File: src/rtl/paint_pkg.sv
// Shared painterly-renderer types: default image/tile geometry, pixel type,
// loader state encoding and the tile-relative address helper.
package paint_pkg;

  localparam int DEF_GRID  = 8;
  localparam int DEF_DW    = 24;
  localparam int DEF_IMG_W = 320;
  localparam int DEF_IMG_H = 240;
  localparam int DEF_AW    = 17;

  typedef logic [DEF_DW-1:0] pixel_t;

  typedef enum logic [1:0] {
    ST_IDLE  = 2'd0,
    ST_FETCH = 2'd1,
    ST_HOLD  = 2'd2,
    ST_DONE  = 2'd3
  } state_e;

  // Word address of in-tile pixel (r,c) of tile (tx,ty) in a raster image.
  function automatic int unsigned tile_addr(
    input int unsigned tx,
    input int unsigned ty,
    input int unsigned r,
    input int unsigned c,
    input int unsigned img_w = DEF_IMG_W,
    input int unsigned grid  = DEF_GRID
  );
    return (ty * grid + r) * img_w + tx * grid + c;
  endfunction

endpackage

File: src/rtl/grid_region_loader_if.sv
// Loader bus: in-order read port towards SRAM plus the valid/ready region port
// towards the max-finder. master = loader side, slave = memory/consumer side.
interface grid_region_loader_if
  import paint_pkg::*;
#(
  parameter int AW   = DEF_AW,
  parameter int DW   = DEF_DW,
  parameter int GRID = DEF_GRID,
  parameter int TXW  = 6,
  parameter int TYW  = 5
);

  logic                   mem_rd;
  logic [AW-1:0]          mem_addr;
  logic                   mem_wait;
  logic [DW-1:0]          mem_rdata;
  logic                   mem_rvalid;

  logic [GRID*GRID*DW-1:0] region;
  logic                    region_valid;
  logic                    region_ready;
  logic [TXW-1:0]          tile_x;
  logic [TYW-1:0]          tile_y;

  modport master (
    output mem_rd, mem_addr, region, region_valid, tile_x, tile_y,
    input  mem_wait, mem_rdata, mem_rvalid, region_ready
  );

  modport slave (
    input  mem_rd, mem_addr, region, region_valid, tile_x, tile_y,
    output mem_wait, mem_rdata, mem_rvalid, region_ready
  );

endinterface

File: src/rtl/grid_addr_gen.sv
// Tile and in-tile row/col counters producing the raster read address; address is
// combinational from the counters, which only move on an accepted request or tile handoff.
module grid_addr_gen
  import paint_pkg::*;
#(
  parameter int IMG_W = DEF_IMG_W,
  parameter int IMG_H = DEF_IMG_H,
  parameter int GRID  = DEF_GRID,
  parameter int AW    = DEF_AW,
  parameter int TXW   = 6,
  parameter int TYW   = 5
) (
  input  logic           i_clk,
  input  logic           i_rst_n,
  input  logic           i_clear,
  input  logic           i_req_acc,
  input  logic           i_tile_adv,
  output logic [AW-1:0]  o_addr,
  output logic           o_last_req,
  output logic           o_last_tile,
  output logic [TXW-1:0] o_tile_x,
  output logic [TYW-1:0] o_tile_y
);

  localparam int NTX = IMG_W / GRID;
  localparam int NTY = IMG_H / GRID;
  localparam int CW  = (GRID > 1) ? $clog2(GRID) : 1;

  logic [TXW-1:0] tile_x_q, tile_x_d;
  logic [TYW-1:0] tile_y_q, tile_y_d;
  logic [CW-1:0]  row_q, row_d;
  logic [CW-1:0]  col_q, col_d;

  assign o_last_req  = (row_q == CW'(GRID - 1)) && (col_q == CW'(GRID - 1));
  assign o_last_tile = (tile_x_q == TXW'(NTX - 1)) && (tile_y_q == TYW'(NTY - 1));
  assign o_addr      = AW'(tile_addr(32'(tile_x_q), 32'(tile_y_q), 32'(row_q), 32'(col_q),
                                     IMG_W, GRID));
  assign o_tile_x    = tile_x_q;
  assign o_tile_y    = tile_y_q;

  always_comb begin
    tile_x_d = tile_x_q;
    tile_y_d = tile_y_q;
    row_d    = row_q;
    col_d    = col_q;
    if (i_clear) begin
      tile_x_d = '0;
      tile_y_d = '0;
      row_d    = '0;
      col_d    = '0;
    end else if (i_tile_adv) begin
      row_d = '0;
      col_d = '0;
      // The final tile wraps both counters so the next scan starts clean.
      if (tile_x_q == TXW'(NTX - 1)) begin
        tile_x_d = '0;
        tile_y_d = o_last_tile ? '0 : tile_y_q + 1'b1;
      end else begin
        tile_x_d = tile_x_q + 1'b1;
      end
    end else if (i_req_acc) begin
      if (col_q == CW'(GRID - 1)) begin
        col_d = '0;
        row_d = (row_q == CW'(GRID - 1)) ? '0 : row_q + 1'b1;
      end else begin
        col_d = col_q + 1'b1;
      end
    end
  end

  always_ff @(posedge i_clk or negedge i_rst_n) begin
    if (!i_rst_n) begin
      tile_x_q <= '0;
      tile_y_q <= '0;
      row_q    <= '0;
      col_q    <= '0;
    end else begin
      tile_x_q <= tile_x_d;
      tile_y_q <= tile_y_d;
      row_q    <= row_d;
      col_q    <= col_d;
    end
  end

endmodule

File: src/rtl/grid_region_loader.sv
// Scans the difference image tile by tile and presents each tile as one region word.
// First request 1 cycle after i_start; region held in HOLD until i_region_ready, reads stop meanwhile.
module grid_region_loader
  import paint_pkg::*;
#(
  parameter int IMG_W = DEF_IMG_W,
  parameter int IMG_H = DEF_IMG_H,
  parameter int GRID  = DEF_GRID,
  parameter int DW    = DEF_DW,
  parameter int AW    = DEF_AW
) (
  input  logic                 i_clk,
  input  logic                 i_rst_n,
  input  logic                 i_start,
  grid_region_loader_if.master bus,
  output logic                 o_busy,
  output logic                 o_done
);

  localparam int NPIX = GRID * GRID;
  localparam int NTX  = IMG_W / GRID;
  localparam int NTY  = IMG_H / GRID;
  localparam int TXW  = (NTX > 1) ? $clog2(NTX) : 1;
  localparam int TYW  = (NTY > 1) ? $clog2(NTY) : 1;
  localparam int RW   = $clog2(NPIX + 1);
  localparam int BW   = $clog2(NPIX * DW);

  state_e               state_q, state_d;
  logic [RW-1:0]        recv_q, recv_d;
  logic                 issued_q, issued_d;
  logic [NPIX*DW-1:0]   region_q, region_d;
  logic                 region_valid_q, region_valid_d;
  logic                 done_q, done_d;

  logic                 clear;
  logic                 tile_adv;
  logic                 req_acc;
  logic                 last_req;
  logic                 last_tile;
  logic [BW-1:0]        wr_base;

  assign bus.mem_rd = (state_q == ST_FETCH) && !issued_q;
  assign req_acc    = bus.mem_rd && !bus.mem_wait;
  assign wr_base    = BW'(32'(recv_q) * 32'(DW));

  grid_addr_gen #(
    .IMG_W (IMG_W),
    .IMG_H (IMG_H),
    .GRID  (GRID),
    .AW    (AW),
    .TXW   (TXW),
    .TYW   (TYW)
  ) u_addr_gen (
    .i_clk       (i_clk),
    .i_rst_n     (i_rst_n),
    .i_clear     (clear),
    .i_req_acc   (req_acc),
    .i_tile_adv  (tile_adv),
    .o_addr      (bus.mem_addr),
    .o_last_req  (last_req),
    .o_last_tile (last_tile),
    .o_tile_x    (bus.tile_x),
    .o_tile_y    (bus.tile_y)
  );

  always_comb begin
    state_d  = state_q;
    recv_d   = recv_q;
    issued_d = issued_q;
    region_d = region_q;
    clear    = 1'b0;
    tile_adv = 1'b0;
    case (state_q)
      ST_IDLE: begin
        if (i_start) begin
          state_d  = ST_FETCH;
          recv_d   = '0;
          issued_d = 1'b0;
          clear    = 1'b1;
        end
      end
      ST_FETCH: begin
        if (req_acc && last_req) issued_d = 1'b1;
        // Returns are only captured here, so stale data after a reset is dropped.
        if (bus.mem_rvalid) begin
          region_d[wr_base +: DW] = bus.mem_rdata;
          recv_d = recv_q + 1'b1;
          if (recv_q == RW'(NPIX - 1)) state_d = ST_HOLD;
        end
      end
      ST_HOLD: begin
        if (bus.region_ready) begin
          tile_adv = 1'b1;
          recv_d   = '0;
          issued_d = 1'b0;
          state_d  = last_tile ? ST_DONE : ST_FETCH;
        end
      end
      ST_DONE: state_d = ST_IDLE;
      default: state_d = ST_IDLE;
    endcase
    region_valid_d = (state_d == ST_HOLD);
    done_d         = (state_q == ST_DONE);
  end

  always_ff @(posedge i_clk or negedge i_rst_n) begin
    if (!i_rst_n) begin
      state_q        <= ST_IDLE;
      recv_q         <= '0;
      issued_q       <= 1'b0;
      region_q       <= '0;
      region_valid_q <= 1'b0;
      done_q         <= 1'b0;
    end else begin
      state_q        <= state_d;
      recv_q         <= recv_d;
      issued_q       <= issued_d;
      region_q       <= region_d;
      region_valid_q <= region_valid_d;
      done_q         <= done_d;
    end
  end

  assign bus.region       = region_q;
  assign bus.region_valid = region_valid_q;
  assign o_busy           = (state_q != ST_IDLE);
  assign o_done           = done_q;

endmodule
File: src/flat_wrapper.sv
// flat-port wrapper written by rule: the top's interface ports become plain ports
module grid_region_loader_flat import paint_pkg::*;
#(
  parameter int IMG_W = DEF_IMG_W,
  parameter int IMG_H = DEF_IMG_H,
  parameter int GRID  = DEF_GRID,
  parameter int DW    = DEF_DW,
  parameter int AW    = DEF_AW
)
  (i_clk, i_rst_n, i_start, o_busy, o_done, bus_mem_rd, bus_mem_addr, bus_region, bus_region_valid, bus_tile_x, bus_tile_y, bus_mem_wait, bus_mem_rdata, bus_mem_rvalid, bus_region_ready);
  grid_region_loader_if #(.AW(AW), .DW(DW), .GRID(GRID)) bus_i ();
  input  logic i_clk;
  input  logic i_rst_n;
  input  logic i_start;
  output logic o_busy;
  output logic o_done;
  output wire logic [$bits(bus_i.mem_rd)-1:0] bus_mem_rd;
  output wire logic [$bits(bus_i.mem_addr)-1:0] bus_mem_addr;
  output wire logic [$bits(bus_i.region)-1:0] bus_region;
  output wire logic [$bits(bus_i.region_valid)-1:0] bus_region_valid;
  output wire logic [$bits(bus_i.tile_x)-1:0] bus_tile_x;
  output wire logic [$bits(bus_i.tile_y)-1:0] bus_tile_y;
  input wire logic [$bits(bus_i.mem_wait)-1:0] bus_mem_wait;
  input wire logic [$bits(bus_i.mem_rdata)-1:0] bus_mem_rdata;
  input wire logic [$bits(bus_i.mem_rvalid)-1:0] bus_mem_rvalid;
  input wire logic [$bits(bus_i.region_ready)-1:0] bus_region_ready;
  assign bus_mem_rd = bus_i.mem_rd;
  assign bus_mem_addr = bus_i.mem_addr;
  assign bus_region = bus_i.region;
  assign bus_region_valid = bus_i.region_valid;
  assign bus_tile_x = bus_i.tile_x;
  assign bus_tile_y = bus_i.tile_y;
  assign bus_i.mem_wait = bus_mem_wait;
  assign bus_i.mem_rdata = bus_mem_rdata;
  assign bus_i.mem_rvalid = bus_mem_rvalid;
  assign bus_i.region_ready = bus_region_ready;
  grid_region_loader #(.IMG_W(IMG_W), .IMG_H(IMG_H), .GRID(GRID), .DW(DW), .AW(AW)) u_core (.i_clk(i_clk), .i_rst_n(i_rst_n), .i_start(i_start), .bus(bus_i), .o_busy(o_busy), .o_done(o_done));
endmodule
File: config.mk
export PLATFORM = sky130hd
export DESIGN_NAME = grid_region_loader_flat
export DESIGN_NICKNAME = d
export VERILOG_FILES = /design/src/rtl/paint_pkg.sv /design/src/rtl/grid_region_loader_if.sv /design/src/rtl/grid_addr_gen.sv /design/src/rtl/grid_region_loader.sv /design/src/flat_wrapper.sv
export SDC_FILE = /design/constraint.sdc
export NUM_CORES = 2
export LEC_CHECK = 0
export ABC_AREA = 1
export CAP_MARGIN = 30
export CORE_AREA = 10 10 622 624
export CTS_CLUSTER_SIZE = 30
export DETAILED_ROUTE_END_ITERATION = 10
export DIE_AREA = 0 0 632 634
export PLACE_DENSITY = 0.44
export SLEW_MARGIN = 40
export SYNTH_ARGS = -nofsm -noshare
export SYNTH_HDL_FRONTEND = slang
export SYNTH_SLANG_ARGS = --single-unit
File: constraint.sdc
create_clock -name i_clk -period 3.3 [get_ports i_clk]
set_input_delay 0.66 -clock i_clk [delete_from_list [all_inputs] [get_ports i_clk]]
set_output_delay 0.66 -clock i_clk [all_outputs]
set_load 0.03 [all_outputs]
== Word-level counts from Yosys, hierarchy flattened ==
Index checks and enable logic that the tools add are counted.
Widths: inputs -> output; s select.

* Add/subtract/negate cells: 9
* Divide/modulo/power cells: 0
* Bitwise gates (word level): 0
* Magnitude comparators: 0
* Reductions and logical operators: 19
* Shifts and indexed selects: 2
* Mux-type cells: 35
* Equal/unequal tests: 13
* Multiply operators: 2

{| class="wikitable"
|+ Operators by type and width
! kind !! count
|-
| $bwmux 1536 || 1
|-
| $shift 24x13->1536 const A || 1
|-
| $shiftx 24x13->1536 || 1
|-
| $mux 3 || 9
|-
| $mux 7 || 3
|-
| $pmux 7 s3 || 1
|-
| $mux 5 || 4
|-
| $mux 6 || 3
|-
| $add 17x3->17 || 1
|-
| $add 17x9->17 || 1
|-
| $neg 11->13 || 1
|-
| $mul 9x3->11 const B || 1
|-
| $mux 2 || 5
|-
| $add 8x3->9 || 1
|-
| $reduce_bool 3->1 || 3
|-
| $mul 7x2->8 const B || 1
|-
| $ne 2x2->1 const B || 4
|-
| $pmux 2 s4 || 1
|-
| $reduce_and 4->1 || 2
|-
| $add 7x1->7 const B || 1
|-
| $eq 7x6->1 const B || 1
|-
| $mux 1 || 7
|-
| $add 3x1->3 const B || 2
|-
| $add 6x1->6 const B || 1
|-
| other kinds (12) || 24
|}

* Output and inout bits: 1568
* Memories: 0
* Memory bits (read-only): 0
* Bits in registers: 1565
* Memory bits (writable): 0
* Bits in latches: 0
* Bits of input ports: 30

== Logic depth before layout (Yosys ltp) ==
* Word-level depth: 6
* Mapped depth: 23

== By module ==
From an unflattened synthesis, not the netlist that was laid out.

* Cells, all modules: 7476
* Area, all modules: 65436.5 um2

{| class="wikitable"
|+ Modules (own cells, without submodules)
! module !! times used !! sequential area each (um2) !! cells each !! area an instance (um2)
|-
| grid_region_loader || 1 || 38737.2 || 7273 || 63820.0
|-
| grid_addr_gen || 1 || 425.4 || 203 || 1616.6
|}

== Worst setup path before layout ==
No wires, ideal clock.

* Kind: reg2out
* Start point: reg u_core.u_addr_gen.tile_y_q[0], in the netlist u_core.u_addr_gen.o_tile_y[0]
* End point: out bus_mem_addr[14]
* Cell stages (with the launch flop): 9
* Path slack: -0.058 ns
* Arrival: 2.698 ns
* Path buffers: 0
* Path through: dfrtp_1 > ha_1 > ha_1 > inv_1 > fa_1 > o21ai_0 > xor2_1 > nor3_1 > xnor2_1

* Word-level cells in the longest chain between the ends: 4

{| class="wikitable"
|+ Ends and longest elaborated chain
! element !! RTL line !! text
|-
| start: declaration || grid_addr_gen.sv:30 || <nowiki>logic [TYW-1:0] tile_y_q, tile_y_d;</nowiki>
|-
| start signal: assignment || grid_addr_gen.sv:79 || <nowiki>tile_y_q <= tile_y_d;</nowiki>
|-
| $add 8x3->9 || paint_pkg.sv:29 || <nowiki>return (ty * grid + r) * img_w + tx * grid + c;</nowiki>
|-
| $mul 9x3->11 || paint_pkg.sv:29 ||
|-
| $add 17x9->17 || paint_pkg.sv:29 ||
|-
| $add 17x3->17 || paint_pkg.sv:29 ||
|-
| end: declaration || flat_wrapper.sv:18 || <nowiki>output wire logic [$bits(bus_i.mem_addr)-1:0] bus_mem_addr;</nowiki>
|}

No other way between the ends.

== Worst setup path after layout ==
* Start point: reg u_core.u_addr_gen.row_q[1]
* End point: out bus_mem_addr[15]

* Word-level cells in the longest chain between the ends: 4

{| class="wikitable"
|+ Ends and longest elaborated chain
! element !! RTL line !! text
|-
| start: declaration || grid_addr_gen.sv:31 || <nowiki>logic [CW-1:0] row_q, row_d;</nowiki>
|-
| start signal: assignment || grid_addr_gen.sv:80 || <nowiki>row_q <= row_d;</nowiki>
|-
| $add 8x3->9 || paint_pkg.sv:29 ||
|-
| $mul 9x3->11 || paint_pkg.sv:29 ||
|-
| $add 17x9->17 || paint_pkg.sv:29 ||
|-
| $add 17x3->17 || paint_pkg.sv:29 ||
|}

No other way between the ends.

==> results.json <==
{
  "start_util": 0.174,
  "tritoncts": "done",
  "grt_max_degree": 117,
  "drc": 0,
  "dr.pass1.iters": 6,
  "core_area_mm2": 0.374,
  "ys_seq_area_frac": 0.600,
  "path_cells": "ha_1 -> ha_2 -> inv_2 -> fa_2 -> inv_2 -> nand3_2 -> nor3_2 -> nor3b_4 -> xnor2_4 -> buf_12",
  "post_dp_cell_area_mm2": 0.0960,
  "grt_pass1_wl_um": 588000,
  "ys_warn_count": 0,
  "setup_viol": 1384,
  "synth.ff_latch_count": 1565,
  "required_ns": 2.64,
  "cts-htree-levels": 4,
  "place_worst_setup_slack_ns": -0.375,
  "layout.cells.most_common": "nand2_1",
  "wl_per_cell_um": 29.8,
  "via_count": 64600,
  "cts_root_buffer": "clkbuf_16",
  "netlist_instances": 7281,
  "grt_pass1_vias": 63300,
  "maxCapViolations": 0,
  "synth_area_leaders": "dfrtp_1, nand2_1, o21ai_0",
  "slew_headroom": 0.404,
  "ios": 1598,
  "drive_above_1_share": 0.222,
  "violations": "setup timing",
  "synth_top_cell_by_area": "dfrtp_1",
  "final_cells": 15100,
  "cpPeakStageDelay_ns": 0.43,
  "grtUsageTotal": 0.212,
  "synth_top_area_frac": 0.600,
  "die_h_um": 634,
  "clk_path_buf_depth": 4,
  "die_x_um": 632,
  "setup_ws_ns": -0.613,
  "ys.flop_type": "dfrtp_1",
  "cp-start-kind": "register",
  "status": "finished, violations left",
  "stdcell_area_mm2": 0.110,
  "dp_hpwl_um": 353000,
  "ys_types": 52,
  "critPathMaxFanout": 2,
  "rsz0062_at_grt": "true",
  "async_flop_share": 1.00,
  "portBuffers": 1597,
  "min_path_type": "input pin to register",
  "drtIter0Drc": 5371,
  "clock_sinks": 1565,
  "vias_per_cell": 4.29,
  "fill_cells": 39600,
  "syn_area_per_cell_um2": 8.96,
  "wirelength_um": 448000,
  "tightest_slew_ns": 0.891,
  "num_rows": 225,
  "period_minus_slack_ns": 3.91,
  "globalRouteOverflowTotal": 0,
  "netlist_area_mm2": 0.0652,
  "antenna_left": 0,
  "utilization": 0.293,
  "worstSetupPathType": "register to output pin",
  "cts_made_buffers": 199,
  "worstSkewPairLatency_ns": 0.91,
  "hold_viol_final": 0,
  "fin_crit_sh": 1.19,
  "final_cell_mix": "nand2_1, clkdlybuf4s50_1, dfrtp_1",
  "slowest_stage": "fa_2",
  "syn2layout_area_growth_pct": 68.4,
  "clock.fmax_mhz": 256,
  "path_buf_inv": 3,
  "grt_antenna_before_repair": 47,
  "final_nets": 9939,
  "fin_skew_ns": 0.0610,
  "slew_violations": 0,
  "cts.clk_slew.worst_paths_ns": 0.06,
  "cp.arrival_ns": 3.25,
  "crit_path_frequent_cell": "inv_2",
  "endpoint_kind": "output pin",
  "cp_top_family": "adder cells",
  "die-area_mm2": 0.401,
  "gp_congestion": 0.898,
  "syn-num-nets": 7345,
  "dp.cells": 14400,
  "synth_edf_count": 0
}
[final cells by class]
cell class / instances / area (µm²) / area share
Antenna cell: 22 / 55.1 / 0.000501
Clock buffer: 289 / 5910 / 0.0538
Clock inverter: 75 / 1210 / 0.0111
Inverter: 200 / 945 / 0.00860
Multi-Input combinational cell: 5130 / 26400 / 0.240
Sequential cell: 1565 / 39200 / 0.357
Tap cell: 4994 / 6250 / 0.0569
Timing Repair Buffer: 2775 / 29900 / 0.272
Timing Repair inverter: 4 / 28.8 / 0.000262
[synth_stat cells, types with 4 or more instances]
cell type,instances
or2_2,6
inv_2,37
nor2_1,316
dfrtp_1,1565
a21oi_1,55
xor2_1,12
buf_2,165
o21ai_2,8
nand2_2,22
buf_4,27
o21ai_0,915
nand4_1,237
o22ai_1,16
nand3_1,365
a31oi_1,13
inv_1,158
ha_1,31
nand2_4,33
buf_1,32
nand4_2,4
nor2_2,22
clkbuf_1,146
nor2_4,18
nand2_1,2559
nor3_1,22
xnor2_1,6
o21ai_1,430
buf_6,20
[registers in the layout, summed over array words and instances (netlist names)]
name                        flops
u_core.o_done                   1
u_core.state_q                  2
u_core.recv_q                   7
u_core.u_addr_gen.o_tile_x      6
u_core.bus.region_valid         1
u_core.issued_q                 1
u_core.u_addr_gen.o_tile_y      5
u_core.u_addr_gen.row_q         3
u_core.bus.region            1536
u_core.u_addr_gen.col_q         3
[cell families after synthesis]
| family | synth area share |
|---|---|
| simple gates | 0.234 |
| flops | 0.600 |
| compound gates | 0.114 |
| buf+inv | 0.0421 |
| fa+ha+maj | 0.00687 |
| xor+xnor | 0.00242 |
| mux | 0.000153 |
[layer usage]
layer / global-route usage / part of all wire / up-vias
met1: 0.266 / 0.42 / 32200
met4: 0.0814 / 0.044 / 2
met5: 0 / 0.000029 / -
met2: 0.343 / 0.46 / 2308
met3: 0.0613 / 0.077 / 522
li1: - / - / 29500
[timing repair]
action	in CTS	in global routing
setup buffers	119	79
endpoints found under the hold margin	28	0
hold buffers	1	0
pin swaps	101	146
setup endpoints to repair	1296	1546
gates cloned	26	18
resized for setup	554	600
[worst register-to-register path: stages, from the launching register on]
cell and delay, ns:
dfrtp_1 0.39, ha_2 0.20, inv_2 0.06, fa_2 0.46, buf_6 0.14, buf_6 0.10, nand3_4 0.06, nor2_4 0.06
nand3_4 0.07, nor2_4 0.04, buf_6 0.11, nand3_4 0.12, buf_12 0.17, nand2_1 0.07, nand2_2 0.10, nand3_1 0.18
nand2_1 0.19, nand3_1 0.15, buf_12 0.19, nor2_1 0.43, nand3_1 0.13, nand2_1 0.08
[final timing paths]
kind	from	slack (ns)	end	cells after the start
max	u_core.u_addr_gen.row_q[1]$_DFFE_PN0P_	-0.61	bus_mem_addr[15]	10
min	i_start	0.38	u_core.state_q[0]$_DFF_PN0_	3
max reg2reg	u_core.recv_q[0]$_DFFE_PN0P_	-0.23	u_core.bus.region[1264]$_DFFE_PN0P_	21
min reg2reg	u_core.bus.region[422]$_DFFE_PN0P_	0.47	u_core.bus.region[422]$_DFFE_PN0P_	2
max in group asynchronous	i_rst_n	1.84	u_core.bus.region[254]$_DFFE_PN0P_	3
min in group asynchronous	i_rst_n	0.48	u_core.bus.region[1280]$_DFFE_PN0P_	2
[metrics by stage]
| stage | hold WS [ns] | TNS (ns) |
|---|---|---|
| after floorplan | 0.364 | -0.0581 |
| after global placement | 0.454 | -96.16 |
| after detailed placement | 0.458 | -70.21 |
| after CTS | 0.294 | -79.07 |
| after global routing | 0.344 | -401.08 |
| final | 0.379 | -127.21 |
Power is left out: the tool's default activity adds up to more than one toggle a clock period on the data nets, which glitch-free logic cannot reach.
